## src/rtl/txuart_if.sv

```systemverilog
// txuart_if: byte-write handshake and serial line of the txuart transmitter.
// The bench or host drives i_wr/i_data through the master modport; the
// transmitter returns o_busy/o_uart_tx through the slave modport.
interface txuart_if;
  logic       i_wr;
  logic [7:0] i_data;
  logic       o_busy;
  logic       o_uart_tx;

  modport master (output i_wr, output i_data, input o_busy, input o_uart_tx);
  modport slave  (input i_wr, input i_data, output o_busy, output o_uart_tx);
endinterface

```

## src/rtl/txuart.sv

```systemverilog
// txuart: 8N1 serial transmitter, LSB first, idle-high line.
// Each bit lasts CLOCKS_PER_BAUD clocks. Outputs o_busy and o_uart_tx come
// straight from registers. Define TXUART_PARITY_EN to add an even-parity bit
// between data bit 7 and the stop bit, which gives an 11-bit frame.
module txuart #(
  parameter logic [23:0] CLOCKS_PER_BAUD = 24'd1250
) (
  input  logic     i_clk,
  input  logic     i_reset,
  txuart_if.slave  bus
);

  typedef enum logic [2:0] {
    IDLE  = 3'd0,
    START = 3'd1,
    DATA  = 3'd2,
`ifdef TXUART_PARITY_EN
    PARITY = 3'd3,
`endif
    STOP  = 3'd4
  } state_t;

  localparam logic [23:0] BAUD_RELOAD = CLOCKS_PER_BAUD - 24'd1;

  state_t      state_q, state_d;
  logic [23:0] baud_q, baud_d;
  logic [2:0]  idx_q, idx_d;
  logic [7:0]  sr_q, sr_d;
  logic        tx_q, tx_d;
  logic        busy_q, busy_d;
`ifdef TXUART_PARITY_EN
  logic        par_q, par_d;
`endif

  // State register; reset aborts any frame and returns the line high at once
  always_ff @(posedge i_clk or posedge i_reset) begin
    if (i_reset) begin
      state_q <= IDLE;
      baud_q  <= '0;
      idx_q   <= '0;
      sr_q    <= '1;
      tx_q    <= 1'b1;
      busy_q  <= 1'b0;
`ifdef TXUART_PARITY_EN
      par_q   <= 1'b0;
`endif
    end else begin
      state_q <= state_d;
      baud_q  <= baud_d;
      idx_q   <= idx_d;
      sr_q    <= sr_d;
      tx_q    <= tx_d;
      busy_q  <= busy_d;
`ifdef TXUART_PARITY_EN
      par_q   <= par_d;
`endif
    end
  end

  // Next-state logic: the next line level is computed one cycle ahead, so
  // o_uart_tx changes on the same edge as the state it belongs to
  always_comb begin
    state_d = state_q;
    baud_d  = (baud_q != '0) ? baud_q - 24'd1 : baud_q;
    idx_d   = idx_q;
    sr_d    = sr_q;
    tx_d    = tx_q;
    busy_d  = busy_q;
`ifdef TXUART_PARITY_EN
    par_d   = par_q;
`endif

    case (state_q)
      IDLE: begin
        tx_d = 1'b1;
        if (bus.i_wr && !busy_q) begin
          state_d = START;
          baud_d  = BAUD_RELOAD;
          sr_d    = bus.i_data;
          tx_d    = 1'b0;
          busy_d  = 1'b1;
`ifdef TXUART_PARITY_EN
          par_d   = ^bus.i_data;
`endif
        end
      end
      START: begin
        if (baud_q == '0) begin
          state_d = DATA;
          idx_d   = '0;
          baud_d  = BAUD_RELOAD;
          tx_d    = sr_q[0];
          sr_d    = {1'b1, sr_q[7:1]};
        end
      end
      DATA: begin
        if (baud_q == '0) begin
          baud_d = BAUD_RELOAD;
          if (idx_q == 3'd7) begin
`ifdef TXUART_PARITY_EN
            state_d = PARITY;
            tx_d    = par_q;
`else
            state_d = STOP;
            tx_d    = 1'b1;
`endif
          end else begin
            idx_d = idx_q + 3'd1;
            tx_d  = sr_q[0];
            sr_d  = {1'b1, sr_q[7:1]};
          end
        end
      end
`ifdef TXUART_PARITY_EN
      PARITY: begin
        if (baud_q == '0) begin
          state_d = STOP;
          baud_d  = BAUD_RELOAD;
          tx_d    = 1'b1;
        end
      end
`endif
      STOP: begin
        if (baud_q == '0) begin
          state_d = IDLE;
          tx_d    = 1'b1;
          busy_d  = 1'b0;
        end
      end
      default: begin
        state_d = IDLE;
        tx_d    = 1'b1;
        busy_d  = 1'b0;
      end
    endcase
  end

  assign bus.o_busy    = busy_q;
  assign bus.o_uart_tx = tx_q;

endmodule

```

## src/flat_wrapper.sv

```systemverilog
// flat-port wrapper written by rule: the top's interface ports become plain ports
module txuart_flat 
#(
  parameter logic [23:0] CLOCKS_PER_BAUD = 24'd1250
)
  (i_clk, i_reset, bus_i_wr, bus_i_data, bus_o_busy, bus_o_uart_tx);
  txuart_if bus_i ();
  input  logic i_clk;
  input  logic i_reset;
  input wire logic [$bits(bus_i.i_wr)-1:0] bus_i_wr;
  input wire logic [$bits(bus_i.i_data)-1:0] bus_i_data;
  output wire logic [$bits(bus_i.o_busy)-1:0] bus_o_busy;
  output wire logic [$bits(bus_i.o_uart_tx)-1:0] bus_o_uart_tx;
  assign bus_i.i_wr = bus_i_wr;
  assign bus_i.i_data = bus_i_data;
  assign bus_o_busy = bus_i.o_busy;
  assign bus_o_uart_tx = bus_i.o_uart_tx;
  txuart #(.CLOCKS_PER_BAUD(CLOCKS_PER_BAUD)) u_core (.i_clk(i_clk), .i_reset(i_reset), .bus(bus_i));
endmodule
```

## config.mk

```make
export PLATFORM = sky130hd
export DESIGN_NAME = txuart_flat
export DESIGN_NICKNAME = d
export VERILOG_FILES = /design/src/rtl/txuart_if.sv /design/src/rtl/txuart.sv /design/src/flat_wrapper.sv
export SDC_FILE = /design/constraint.sdc
export NUM_CORES = 1
export LEC_CHECK = 0
export CORE_MARGIN = 2
export CORE_UTILIZATION = 59
export CTS_CLUSTER_DIAMETER = 150
export DETAILED_ROUTE_END_ITERATION = 6
export GPL_TIMING_DRIVEN = 0
export PLACE_DENSITY = 0.79
export REMOVE_ABC_BUFFERS = 1
export SLEW_MARGIN = 40
export SYNTH_ARGS = -nofsm -noshare
export SYNTH_HDL_FRONTEND = slang
export SYNTH_SLANG_ARGS = --single-unit
```

## constraint.sdc

```tcl
create_clock -name i_clk -period 2.65 [get_ports i_clk]
set_clock_uncertainty 0.2 [all_clocks]
set_input_delay 0.3975 -clock i_clk [delete_from_list [all_inputs] [get_ports i_clk]]
set_output_delay 0.3975 -clock i_clk [all_outputs]
set_load 0.03 [all_outputs]
```

==> summary.txt, run 1 <==
STA
  – Max_slew headroom: 64.9%
  – Fin. Hold Viols: 0
  – RSZ-0062 raised after global routing: false
  – Setup ws final: roughly 0.21 ns
  – Setup TNS: 0 ns
  – Clock period minus worst slack: 2.44 ns
  – Final setup viols: 0
  – Hold WS: between 0.2 and 0.3 ns
  – Final Max Tran Viols: 0
  – Fmax: ~0.41 GHz
  – Final Cycle Share: 92.1%
  – Worst-Margin Slew: 0.526 ns

Clocking
  – CTS Buf Count: 5
  – CTS max path bufs: 2
  – Clk slew on worst S/H paths: 0.08 ns
  – Clock sinks: 40
  – CTS Root Cell: clkbuf_8
  – Clock Latency Late Sink: ~0.30 ns
  – Htree depth: 2
  – CTS tree: done

GRT
  – Vias in the first global route: 1703
  – Largest net degree at the start of global routing: 41
  – Initial antenna violation count: 0
  – GR Util All Layers: a little under a quarter
  – Total grt overflow: 0
  – Global-route wire length before repair: around 8000 um

Hold path
  – Worst Hold Launch: u_core.sr_q[7]
  – Worst min-delay path class: flip-flop to flip-flop
  – Hold path depth: 2

Floorplanning
  – Die span in y: ~67 um
  – Initial core utilization: 62.4%
  – DIE WIDTH: 66.9 um
  – I/O pin count: 13
  – Die area: approximately 4500 um2
  – Cell Rows: 22
  – Core area: around 3700 um2

Synthesis
  – Asr flop ratio synth: 100%
  – Post-synthesis instance total: about 230
  – Register area share after synthesis: approximately 43%
  – Post-Synthesis Cell Area: 2340 um2
  – Number of synthesized flops with an enable pin: 0
  – FF+latch count, synth: 40
  – Avg Cell Area, Syn: 10.1 um2
  – Main synth FF type: dfrtp_1
  – Synth unique cells: 50
  – Yosys warns: 0

Placement
  – Port bufs: 12
  – Post-Place Setup Slack: -0.358 ns
  – Post-DP HPWL: 2930 um
  – Placer congestion estimate: between 0.8 and 0.9
  – Placed cell count: roughly 280

Detailed routing
  – Met2 WL post-DR: 2130 um
  – Vias: approximately 1.8k
  – DR pass1 iterations: 4
  – DR top layer: met4
  – Drc violations: 0
  – M1 wire length: between 2000 and 2500 um
  – Drt wl/cell: roughly 15 um
  – Final WL: 4520 um
  – Met3 Wirelength: roughly 140 um
  – Avg Vias per Cell: 6.01
  – Final antenna-violating net count: 0
  – 1st-iter DRT viols: 134

Finish
  – # fillers: 293
  – Commonest non-fill, non-tap cell in the layout: dfrtp_1
  – Share of cells above drive strength 1: slightly above 20%
  – Nets: 260
  – Non-Filler Instances: around 290
  – ANT cells: 0
  – Area growth, synth to finish: 14.8%
  – Most frequent cells in the layout: dfrtp_1, nor2_1, xor2_1, clkdlybuf4s50_1, nand2_1

Setup path
  – Stages on worst setup path: 10
  – Worst Setup Start Kind: flip-flop
  – CP startpoint: u_core.baud_q[0]
  – Crit-path cells: inv_1 -> ha_1 -> nor3b_1 -> nand4_1 -> buf_4 -> buf_4 -> o211ai_1 -> buf_4 -> or4_1 -> a21oi_1
  – CP Data Required Time: 2.68 ns
  – Crit-path slowest cell: or4_1
  – Cell repeated most along the worst path: buf_4
  – R2r worst-path depth: 10
  – Top delay family on crit path: simple AND/OR/NAND/NOR gates
  – Reg-to-Reg Start: u_core.baud_q[0]
  – Crit path capture type: flip-flop
  – Flop2flop setup slack: about 0.21 ns
  – Max Fanout on Critical Path: 10
  – Crit-path max cell delay: 0.47 ns
  – R2R Path End: u_core.baud_q[23]
  – Worst Path Buf+Inv: 4
  – Crit path kind: flip-flop to flip-flop
  – WP data arrival: between 2 and 2.5 ns
  – Worst Setup EP: u_core.baud_q[23]

Power and ir drop
  – Pwr Total: 1.34 mW
  – P_leak: around 0.98 nW
  – Cell Pwr Density: between 400 and 500 nW/um2
  – Worst IR drop on VDD: about 350 uV

Flow run
  – Max_cap viols: 0

Outcome
  – Outcome: completed
[what timing repair did]
item,in CTS,in global routing
cloned,0,0
hold buffers,0,0
resized for setup,1,3
endpoints found under the setup margin,32,36
pin swaps,2,0
buffers inserted,4,0
endpoints found under the hold margin,0,0
[per-stage QoR]
step	cell area [um2]	utilization (%)
finish	2680	71.7
global route	2680	71.7
CTS	2670	71.2
detailed placement	2470	66.1
global placement	2470	66.0
floorplan	2290	-
[layer usage]
| layer | up-vias | track usage (%) |
|---|---|---|
| li1 | 870 | - |
| met1 | 864 | 30.6 |
| met2 | 29 | 37.1 |
| met3 | 5 | 5.74 |
| met4 | 0 | 7.14 |
| met5 | - | 0 |
[cell families after synthesis]
logic type	Yosys count	synth area share, %
compound gates	45	14.7
buf+inv	18	3.16
flops	40	43.3
xor+xnor	15	5.62
simple gates	95	22.8
fa+ha+maj	4	2.14
mux	15	8.30
[tightest hold or removal path, delay by kind of cell (launching register included)]
kind | cells | cell delay, ns
DFF | 1 | 0.37
buffers and inverters | 1 | 0.04
muxes | 1 | 0.06
[flip-flops by register name, indices dropped and copies added (netlist names)]
name                  count
u_core.state_q            3
u_core.idx_q              3
u_core.bus.o_uart_tx      1
u_core.sr_q               8
u_core.baud_q            24
u_core.bus.o_busy         1
[power by group]
part           leakage [nW]  switching, mW  internal [mW]
logic                 0.473         0.0150         0.0177
clock network        0.0784          0.226          0.471
registers             0.434              0          0.611
total                 0.984          0.241           1.10
[final cells by class]
class	count	area (um2)	share of cell area (%)
sequential	40	1010	37.7
multi-input combinational	174	1270	47.3
clock buffer	5	68.8	2.57
timing repair buffer	16	150	5.60
inverter	8	32.5	1.21
clock inverter	3	90.1	3.36
tap	48	60.1	2.24
[synth_stat cells (all sizes together), types with 5 or more instances]
cell | n | area, um2
a21oi | 10 | 53.8
a22o | 5 | 43.8
buf | 7 | 32.5
dfrtp | 31 | 776
dfstp | 9 | 236
inv | 8 | 30.0
mux2 | 14 | 184
nand2 | 12 | 45.0
nand3 | 8 | 40.0
nand4 | 6 | 37.5
nor2 | 29 | 109
nor3 | 10 | 60.1
nor4 | 8 | 80.1
o21a | 5 | 37.5
o21ai | 10 | 61.3
or3 | 5 | 36.3
or4 | 5 | 41.3
xor2 | 12 | 105
[worst min path at each step]
| stage | to | slack (ns) |
|---|---|---|
| after detailed placement | u_core.sr_q[7] | 0.26 |
| after CTS | u_core.sr_q[7] | 0.27 |
| after global placement | u_core.sr_q[7] | 0.26 |
| after global routing | u_core.sr_q[7] | 0.31 |
| final | u_core.sr_q[7] | 0.27 |
| after floorplan | u_core.sr_q[7] | 0.25 |
Power figures use the tool's default switching activity.
==> run 2, diff against run 1 <==
--- a/config.mk
+++ b/config.mk
@@ -10,6 +10,7 @@
 export CTS_CLUSTER_DIAMETER = 150
 export DETAILED_ROUTE_END_ITERATION = 6
 export GPL_TIMING_DRIVEN = 0
+export HOLD_SLACK_MARGIN = 0.08
 export PLACE_DENSITY = 0.79
 export REMOVE_ABC_BUFFERS = 1
 export SLEW_MARGIN = 40
==> results of run 2 <==
The final DEF is identical to that of run 1; final timing and power are the same.
